### src/rtl/spi_master_mc.sv
// spi_master_mc: multi-slave SPI master with runtime CPOL/CPHA, programmable divider and SS-held bursts.
// Defining SPI_MASTER_LSB_FIRST_EN adds the LsbFirst port for LSB-first transfers.
module spi_master_mc #(
    parameter int DATA_WIDTH = 8,
    parameter int NUM_SS     = 4,
    parameter int DIV_WIDTH  = 8
) (
    input  logic                                        Clk,
    input  logic                                        Reset_n,
    input  logic                                        TxValid,
    output logic                                        TxReady,
    input  logic [DATA_WIDTH-1:0]                       TxData,
    input  logic                                        TxLast,
    input  logic [(NUM_SS > 1 ? $clog2(NUM_SS) : 1)-1:0] SsSel,
    input  logic                                        Cpol,
    input  logic                                        Cpha,
    input  logic [DIV_WIDTH-1:0]                        ClkDiv,
    output logic                                        RxValid,
    output logic [DATA_WIDTH-1:0]                       RxData,
    output logic                                        Busy,
    output logic                                        SClk,
    output logic                                        MOSI,
    input  logic                                        MISO,
`ifdef SPI_MASTER_LSB_FIRST_EN
    input  logic                                        LsbFirst,
`endif
    output logic [NUM_SS-1:0]                           SS_n
);
    localparam int BW = $clog2(DATA_WIDTH + 1);

    typedef enum logic [2:0] {IDLE, SETUP, LEAD, TRAIL, WAIT, CSHOLD} state_t;

    state_t                state_q, state_d;
    logic [DIV_WIDTH-1:0]  cnt_q, cnt_d, div_q, div_d;
    logic [BW-1:0]         bit_q, bit_d;
    logic [DATA_WIDTH-1:0] tx_q, tx_d, rx_q, rx_d, rx_data_q, rx_data_d;
    logic [NUM_SS-1:0]     ss_n_q, ss_n_d;
    logic                  rx_valid_q, rx_valid_d, sclk_q, sclk_d, mosi_q, mosi_d;
    logic                  cpol_q, cpol_d, cpha_q, cpha_d, lsb_q, lsb_d, last_q, last_d;
    logic                  tick, lead, trail, lsb_in, out_bit;
    logic [DATA_WIDTH-1:0] tx_shift, rx_shift;

`ifdef SPI_MASTER_LSB_FIRST_EN
    assign lsb_in = LsbFirst;
`else
    assign lsb_in = 1'b0;
`endif

    assign out_bit  = lsb_q ? tx_q[0] : tx_q[DATA_WIDTH-1];
    assign tx_shift = lsb_q ? tx_q >> 1 : tx_q << 1;
    assign rx_shift = lsb_q ? {MISO, rx_q[DATA_WIDTH-1:1]} : {rx_q[DATA_WIDTH-2:0], MISO};

    assign TxReady = state_q == IDLE || state_q == WAIT;
    assign Busy    = state_q != IDLE;
    assign RxValid = rx_valid_q;
    assign RxData  = rx_data_q;
    assign SClk    = sclk_q;
    assign MOSI    = mosi_q;
    assign SS_n    = ss_n_q;

    always_comb begin
        state_d    = state_q;
        div_d      = div_q;
        bit_d      = bit_q;
        tx_d       = tx_q;
        rx_d       = rx_q;
        rx_data_d  = rx_data_q;
        rx_valid_d = 1'b0;
        sclk_d     = sclk_q;
        mosi_d     = mosi_q;
        ss_n_d     = ss_n_q;
        cpol_d     = cpol_q;
        cpha_d     = cpha_q;
        lsb_d      = lsb_q;
        last_d     = last_q;
        tick       = cnt_q == div_q;
        lead       = 1'b0;
        trail      = 1'b0;
        case (state_q)
            IDLE:  sclk_d = Cpol;
            SETUP: lead = tick;
            LEAD:  trail = tick;
            TRAIL: begin
                if (tick && bit_q < BW'(DATA_WIDTH)) begin
                    lead = 1'b1;
                end else if (tick) begin
                    rx_valid_d = 1'b1;
                    rx_data_d  = rx_q;
                    state_d    = last_q ? CSHOLD : WAIT;
                end
            end
            CSHOLD: begin
                if (tick) begin
                    state_d = IDLE;
                    ss_n_d  = '1;
                end
            end
            default: ;
        endcase
        if (lead) begin
            state_d = LEAD;
            sclk_d  = ~cpol_q;
            if (cpha_q) begin
                mosi_d = out_bit;
                tx_d   = tx_shift;
            end else begin
                rx_d = rx_shift;
            end
        end
        if (trail) begin
            state_d = TRAIL;
            sclk_d  = cpol_q;
            bit_d   = bit_q + 1'b1;
            if (cpha_q) begin
                rx_d = rx_shift;
            end else if (bit_q != BW'(DATA_WIDTH - 1)) begin
                mosi_d = out_bit;
                tx_d   = tx_shift;
            end
        end
        // Mode and select are captured only when a frame opens from IDLE
        if (TxValid && TxReady) begin
            if (state_q == IDLE) begin
                cpol_d = Cpol;
                cpha_d = Cpha;
                lsb_d  = lsb_in;
                sclk_d = Cpol;
                ss_n_d = ~(NUM_SS'(1) << SsSel);
            end
            state_d = SETUP;
            last_d  = TxLast;
            div_d   = ClkDiv;
            bit_d   = '0;
            tx_d    = TxData;
            if (!cpha_d) begin
                mosi_d = lsb_d ? TxData[0] : TxData[DATA_WIDTH-1];
                tx_d   = lsb_d ? TxData >> 1 : TxData << 1;
            end
        end
        cnt_d = (state_d != state_q || state_q == IDLE || state_q == WAIT) ? '0 : cnt_q + 1'b1;
    end

    always_ff @(posedge Clk) begin
        if (!Reset_n) begin
            state_q    <= IDLE;
            cnt_q      <= '0;
            div_q      <= '0;
            bit_q      <= '0;
            tx_q       <= '0;
            rx_q       <= '0;
            rx_data_q  <= '0;
            rx_valid_q <= 1'b0;
            sclk_q     <= 1'b0;
            mosi_q     <= 1'b0;
            ss_n_q     <= '1;
            cpol_q     <= 1'b0;
            cpha_q     <= 1'b0;
            lsb_q      <= 1'b0;
            last_q     <= 1'b0;
        end else begin
            state_q    <= state_d;
            cnt_q      <= cnt_d;
            div_q      <= div_d;
            bit_q      <= bit_d;
            tx_q       <= tx_d;
            rx_q       <= rx_d;
            rx_data_q  <= rx_data_d;
            rx_valid_q <= rx_valid_d;
            sclk_q     <= sclk_d;
            mosi_q     <= mosi_d;
            ss_n_q     <= ss_n_d;
            cpol_q     <= cpol_d;
            cpha_q     <= cpha_d;
            lsb_q      <= lsb_d;
            last_q     <= last_d;
        end
    end
endmodule

### config.mk
export PLATFORM = sky130hd
export DESIGN_NAME = spi_master_mc
export DESIGN_NICKNAME = d
export VERILOG_FILES = /design/src/rtl/spi_master_mc.sv
export SDC_FILE = /design/constraint.sdc
export NUM_CORES = 1
export LEC_CHECK = 0
export CORE_MARGIN = 2
export CORE_UTILIZATION = 49
export CTS_CLUSTER_SIZE = 14
export DETAILED_ROUTE_END_ITERATION = 10
export PLACE_DENSITY = 0.76
export SLEW_MARGIN = 15
export SYNTH_ARGS = -nofsm -noshare
export SYNTH_HDL_FRONTEND = slang
export SYNTH_SLANG_ARGS = --single-unit
export TNS_END_PERCENT = 50
### constraint.sdc
create_clock -name Clk -period 1.9 [get_ports Clk]
set_clock_uncertainty 0.2 [all_clocks]
set_input_delay 0.38 -clock Clk [delete_from_list [all_inputs] [get_ports Clk]]
set_output_delay 0.38 -clock Clk [all_outputs]
set_load 0.005 [all_outputs]
==> results by group <==
Run status
  • Status: finished with violations
  • Failing checks: negative setup slack

STA
  • Slew Limit Headroom: 74.3%
  • Final hold slack: 0.272 ns
  • Slew Limit Fails: 0
  • Peak Freq: 0.479 GHz
  • Min setup slack post-route: -0.188 ns
  • Fin. Hold Viols: 0
  • Slew at the pin with the worst max-slew slack: 0.385 ns
  • Final period util: 110%
  • RSZ-0062 raised after global routing: true
  • Period minus WS final: 2.09 ns
  • Setup_tns: -3.49 ns
  • Finish-stage setup viols: 33

Yosys
  • Synth Area in XOR/XNOR: 5.49%
  • Synthesized flop and latch total: 58
  • Prevailing post-synth register cell: dfxtp_1
  • Post-synth EDFFs: 0
  • Post-Synthesis Cells: 314
  • Synth warn: 0
  • Post-synthesis compound-gate area fraction: 15.4%
  • Syn_area_per_cell: 9.01 sq um
  • Adder-Cell Fraction of Synth Area: 0.885%
  • Post-synthesis mux area share: 12.0%
  • Asr flop ratio synth: 0%
  • Ranking of synthesized cells by area: dfxtp_1 (41%), mux2i_1 (8.8%), nor2_1 (4.8%)
  • Share of the synthesized area in the top cell type: 41.1%
  • Syn Nets: 341
  • Netlist Area Pre-Place: 0.00283 sq mm
  • Netlist cell types: 54
  • Largest family of logic cells by synthesized area: simple AND/OR/NAND/NOR gates
  • Largest area contributor in the netlist: dfxtp_1
  • Sequential area share after synthesis: 41.1%
  • Synth Area in Simple Gates: 20.9%

Run
  • Max-cap violations: 0

Routing
  • Drc violations: 0
  • Post-Route WL: 7390 um
  • Antenna-violating nets left: 0
  • Vias: 2681
  • DR WL/cell: 15.5 um
  • DR vias/cell: 5.63
  • DR iter-0 viols: 126
  • Pre-antenna DRT Iters: 4

Power and ir drop
  • Pint: 2.42 mW
  • IR drop worst, VDD: 0.577 mV
  • Comb pwr share: 29.3%
  • Sw Share: 29.9%
  • Clock power frac: 30.6%
  • Static leakage: 1.49 nW
  • Net switching power: 1.03 mW
  • Seq pwr share: 40.1%
  • Pwr/cell area: 835 mW/mm^2

Global routing
  • Total global-route track usage: 22.9%
  • Pin count of the biggest net entering global routing: 28
  • Global-route wire length before repair: 11300 um
  • Number of global-route vias before repair: 2490
  • Grt ovf: 0
  • Initial antenna violation count: 0

Final layout
  • Final core utilization: 74.6%
  • N_diodes: 0
  • Syn-to-layout area delta: 46.1%
  • Layout cells sized above 1: 32.9%
  • Final Net Count: 426
  • Filler instances: 383

Clock tree
  • Worst-path clk slew: 0.06 ns
  • Inserted Clock Buffers: 9
  • CTS Root Cell: clkbuf_8
  • Clk_lat worst skew: 0.34 ns
  • CTS tree: done
  • Clk sinks: 58
  • Buffer depth of the longest clock path: 2
  • CTS H-tree lvls: 3

Worst setup path
  • CP Data Arrival Time: 2.11 ns
  • Crit start category: flop
  • Setup Crit Path Kind: reg -> reg
  • CP Capture Type: flop
  • Required @ worst endpoint: 1.93 ns
  • Max FO, Critical Path: 17
  • R2R depth: 7

Hold path
  • Hold path depth: 2
  • Worst hold path type: reg -> reg

Die
  • Core Box Area: 0.00554 sq mm
  • Core Rows: 27
  • Initial core utilization: 51.0%
  • Die height: 80.0 um
  • Die extent in x: 80.0 um
  • Top Ports: 42
  • Die area: 0.00639 sq mm

Placed design
  • DP Wirelength: 4620 um
  • GPL Wtd Cong: 0.849
  • IO Port Bufs: 41
==> synthesized netlist by cell type, drive strengths merged, types with 3 or more instances <==
cell,count
o21ai,6
mux2i,25
nand4,10
xor2,4
and3,3
dfxtp,58
nand3,6
nor2,36
buf,8
nor4,4
o221ai,7
nand2b,10
clkbuf,14
nand2,30
mux2,8
inv,6
xnor2,12
a21oi,14
a211oi,9
o2111ai,6
==> logic make-up (layout without fill, tap and decap cells) <==
| family | after synthesis | count (layout) |
|---|---|---|
| AND/OR/NAND/NOR | 117 | 117 |
| multiplexers | 33 | 33 |
| buffers and inverters | 28 | 118 |
| XOR/XNOR | 16 | 16 |
| AO/OA/AOI/OAI | 60 | 60 |
| flip-flops | 58 | 58 |
| adder cells (fa/ha/maj) | 2 | 2 |
==> cells in the final DEF, fill, tap and decap left out, types with 2 or more instances in the layout <==
cell type / n
a211oi_1: 2
a211oi_2: 7
a21oi_1: 13
a31oi_1: 2
and2_1: 2
and3_1: 2
buf_12: 3
buf_4: 41
buf_6: 10
clkbuf_1: 2
clkbuf_8: 12
clkdlybuf4s50_1: 39
clkinv_2: 2
dfxtp_1: 44
dfxtp_2: 13
ha_1: 2
inv_1: 5
mux2_2: 8
mux2i_1: 25
nand2_1: 29
nand2b_1: 10
nand3_1: 6
nand4_1: 10
nor2_1: 30
nor2_2: 6
nor2b_1: 2
nor3_1: 2
nor3b_1: 2
nor4_4: 3
o2111ai_1: 6
o21ai_0: 3
o21ai_1: 2
o221ai_1: 7
o22a_1: 2
or3_4: 2
xnor2_1: 7
xnor2_2: 5
xor2_1: 4
==> power by group through the flow <==
stage	clock network [mW]	logic (mW)	registers [mW]
after floorplan	0	0.449	1.39
after global placement	0	0.742	1.40
after detailed placement	0	0.759	1.40
after CTS	1.07	0.848	1.38
after global routing	1.13	1.08	1.39
final	1.06	1.01	1.38
==> area by class of cell <==
class                      count  area (sq um)  area share (%)
clock buffer                  14           173            4.18
clock inverter                 2          10.0           0.242
inverter                       6          22.5           0.545
multi-input combinational    228          1750            42.2
sequential                    58          1180            28.6
tap                           72          90.1            2.18
timing repair buffer          96           910            22.0
==> final timing paths <==
kind,startpoint,to,slack (ns)
max,div_q[0],tx_q[7],-0.19
min,last_q,last_q,0.27
max reg2reg,div_q[0],tx_q[7],-0.19
min reg2reg,last_q,last_q,0.27
==> repair_timing <==
item                                    in CTS  in global routing
hold endpoints to repair                     0                  0
gates cloned                                 0                  2
setup buffers                                6                  7
gates resized for setup                     19                 41
endpoints found under the setup margin      37                 46
hold buffers                                 0                  0
pin swaps                                   18                 11
==> metal layers <==
layer / global-route usage (%) / wire length, um
met1: 28.2 / 3250
met2: 37.8 / 3620
met3: 6.22 / 364
met4: 9.32 / 157
met5: 0 / 0
==> critical path, stage by stage (launching register included) <==
cell     delay, ns
dfxtp_1       0.32
xnor2_1       0.15
nand4_1       0.17
buf_4         0.19
or4_1         0.51
buf_6         0.18
mux2i_1       0.16
o22ai_1       0.09
==> stage by stage <==
step | cells | cell area (sq um) | setup WS (ns) | total power [mW]
after global placement | 446 | 3600 | -0.148 | 2.14
final | 476 | 4130 | -0.188 | 3.45
after detailed placement | 446 | 3600 | -0.250 | 2.16
after CTS | 468 | 3900 | -0.119 | 3.29
after global routing | 476 | 4130 | -0.277 | 3.60
after floorplan | 314 | 2860 | -0.0147 | 1.84
==> state kept, by name, indices dropped and copies added, names as in the netlist <==
name / count
bit_q: 4
SClk: 1
last_q: 1
cnt_q: 8
div_q: 8
RxValid: 1
RxData: 8
rx_q: 8
cpha_q: 1
cpol_q: 1
SS_n: 4
tx_q: 8
MOSI: 1
lsb_q: 1
state_q: 3
Note: power is estimated with default switching activity, not from simulation.
==> edit, RTL diff (same settings) <==
Add a define of `SPI_MASTER_LSB_FIRST_EN`.
--- a/src/rtl/spi_master_mc.sv
+++ b/src/rtl/spi_master_mc.sv
@@ -2,2 +2,4 @@
 // Defining SPI_MASTER_LSB_FIRST_EN adds the LsbFirst port for LSB-first transfers.
+`define SPI_MASTER_LSB_FIRST_EN
+
 module spi_master_mc #(
Interface: changed (added LsbFirst); port bits go from 42 to 43. The function was not compared with the original's and may differ.
==> edit against the original RTL <==
  * The flow still finishes with violations (negative setup slack)
  * Routed wire length rose by 12%
  * Sequential share of layout area fell by 1.4 points
  * Sequential cell count did not move
  * Area after synthesis rose by 0.35%
  * Count of clock-buffer cells in the layout fell by 3
  * Synthesized cell count rose by 6.1%
  * Worst setup slack improved by 22 ps
  * Final area rose by 5.3%
  * Total power rose by 12%
  * Clock power rose by 21%
  * Sequential power rose by 4%
  * Via count rose by 5.2%
  * Critical endpoint is now rx_q[5]
==> edit: results (changes against the original RTL) <==
.. list-table::
   :header-rows: 1

   * - Metric
     - Value
   * - Post-route non-filler standard cell count
     - 506 (was 476)
   * - Synth top area cells
     - dfxtp_1 41%, mux2i_1 8.5%, nand2_1 8.2% (was dfxtp_1 41%, mux2i_1 8.8%, nor2_1 4.8%)
   * - P_leak
     - 1.77 nW (was 1.49 nW)
   * - Number of global-route vias before repair
     - 2922 (was 2490)
   * - Setup tns final
     - -3250 ps (was -3490 ps)
   * - Met3 Resource Use GR
     - 5.06% (was 6.22%)
   * - Post-layout nets
     - 457 (was 426)
   * - Net count after synthesis
     - 361 (was 341)
   * - DP Cell Count
     - 471 (was 446)
   * - Distinct cell type count of the synthesized netlist
     - 43 (was 54)
   * - Violations in the final reports
     - negative setup slack (unchanged)
   * - Critical R2R Launch
     - cnt_q[5] (was div_q[0])
   * - Post-detailed-placement half-perimeter wirelength
     - 4.94 mm (was 4.62 mm)
   * - Result of the run
     - finished with violations (unchanged)
   * - Overall Global Routing Usage
     - 26.7% (was 22.9%)
   * - Share of post-route cells with drive strength above 1
     - 34.8% (was 32.9%)
   * - Grt met1 use
     - 29.0% (was 28.2%)
   * - Final WL
     - 8.25 mm (was 7.39 mm)
   * - GR Layer Usage met2
     - 47.9% (was 37.8%)
   * - Synth cell count leaders
     - 62 x nand2_1, 58 x dfxtp_1, 32 x o21ai_0 (was 58 x dfxtp_1, 36 x nor2_1, 30 x nand2_1)
   * - Syn_area_per_cell
     - 8.52 um2 (was 9.01 um2)
   * - Worst hold path endpoint
     - RxData[7] (was last_q)
   * - Capturing point of the worst reg2reg path
     - rx_q[5] (was tx_q[7])
   * - Mean number of vias per cell
     - 5.57 (was 5.63)
   * - Pin count of the biggest net entering global routing
     - 30 (was 28)
   * - Top fanout value on the critical path
     - 8 (was 17)
   * - Worst-case setup margin in the final layout
     - -166 ps (was -188 ps)
   * - Peak supply drop
     - 700 uV (was 577 uV)
   * - Number of design-rule violations left by the first detailed-router iteration
     - 140 (was 126)
   * - Final weighted congestion in routability-driven placement
     - 0.817 (was 0.849)
   * - Post-synthesis sequential area ratio
     - 40.9% (was 41.1%)
   * - # fillers
     - 349 (was 383)
   * - Total of endpoints with negative setup slack in the final report
     - 31 (was 33)
   * - Hold_sp
     - RxData[7] (was last_q)
==> edit: how the worst max path moves through the flow <==
stage,from,to
floorplan,state_q[1],tx_q[6]
global placement,LsbFirst,tx_q[1]
detailed placement,LsbFirst,tx_q[2]
CTS,state_q[1],Busy
global route,cnt_q[1],RxData[0]
finish,cnt_q[5],rx_q[5]
==> edit: critical path: stages, from the launching register on <==
cell and delay (ps):
dfxtp_2 340, xnor2_2 180, nand4_1 250, or2_4 360, nor3_4 280, buf_12 190, nand2_4 50, o211a_1 120
==> edit: through the flow <==
| step | instance area [um2] | util [%] | hold WS, ps | setup WS (ps) | power [mW] |
|---|---|---|---|---|---|
| 5_1_grt | 4350 | 78.5 | 289 | -269 | 4.04 |
| 4_1_cts | 4210 | 76.1 | 256 | -179 | 3.76 |
| 2_1_floorplan | 2840 | - | 244 | -137 | 1.93 |
| 3_5_place_dp | 3620 | 65.3 | 251 | -154 | 2.31 |
| 6_report | 4350 | 78.5 | 264 | -166 | 3.87 |
| 3_3_place_gp | 3620 | 65.3 | 248 | -78.3 | 2.28 |
==> edit: timing repair <==
action,4_1_cts,5_1_grt
pin swaps,19,20
setup buffers,14,5
cloned,4,0
gates resized for setup,67,53
endpoints found under the hold margin,0,0
setup endpoints to repair,29,50
==> edit: cell families (layout without fill, tap and decap cells) <==
logic type               after synthesis  in the layout  synth area share, %
AND/OR/NAND/NOR                      126            126                 20.9
buffers and inverters                 24            125                 4.23
adder cells (fa/ha/maj)                2              2                0.882
AO/OA/AOI/OAI                         81             81                 18.4
flip-flops                            58             58                 40.9
multiplexers                          26             26                 9.66
XOR/XNOR                              16             16                 4.94
==> edit: layer usage <==
layer	wire [um]	up-vias
met5	0	-
met3	246	30
li1	-	1363
met4	293	0
met2	4420	56
met1	3290	1371
==> edit: where the power goes <==
part           internal, mW  leakage [nW]  switching [mW]
Clock                 0.770         0.109           0.506
Sequential             1.32         0.480           0.103
Combinational         0.621          1.18           0.550
==> edit: final cells by class <==
type	instances	area (um2)	share of cell area (%)
Timing Repair Buffer	107	1050	24.2
Clock buffer	11	141	3.25
Clock inverter	5	77.6	1.78
Inverter	2	7.51	0.173
Tap cell	72	90.1	2.07
Multi-Input combinational cell	251	1800	41.3
Sequential cell	58	1180	27.2
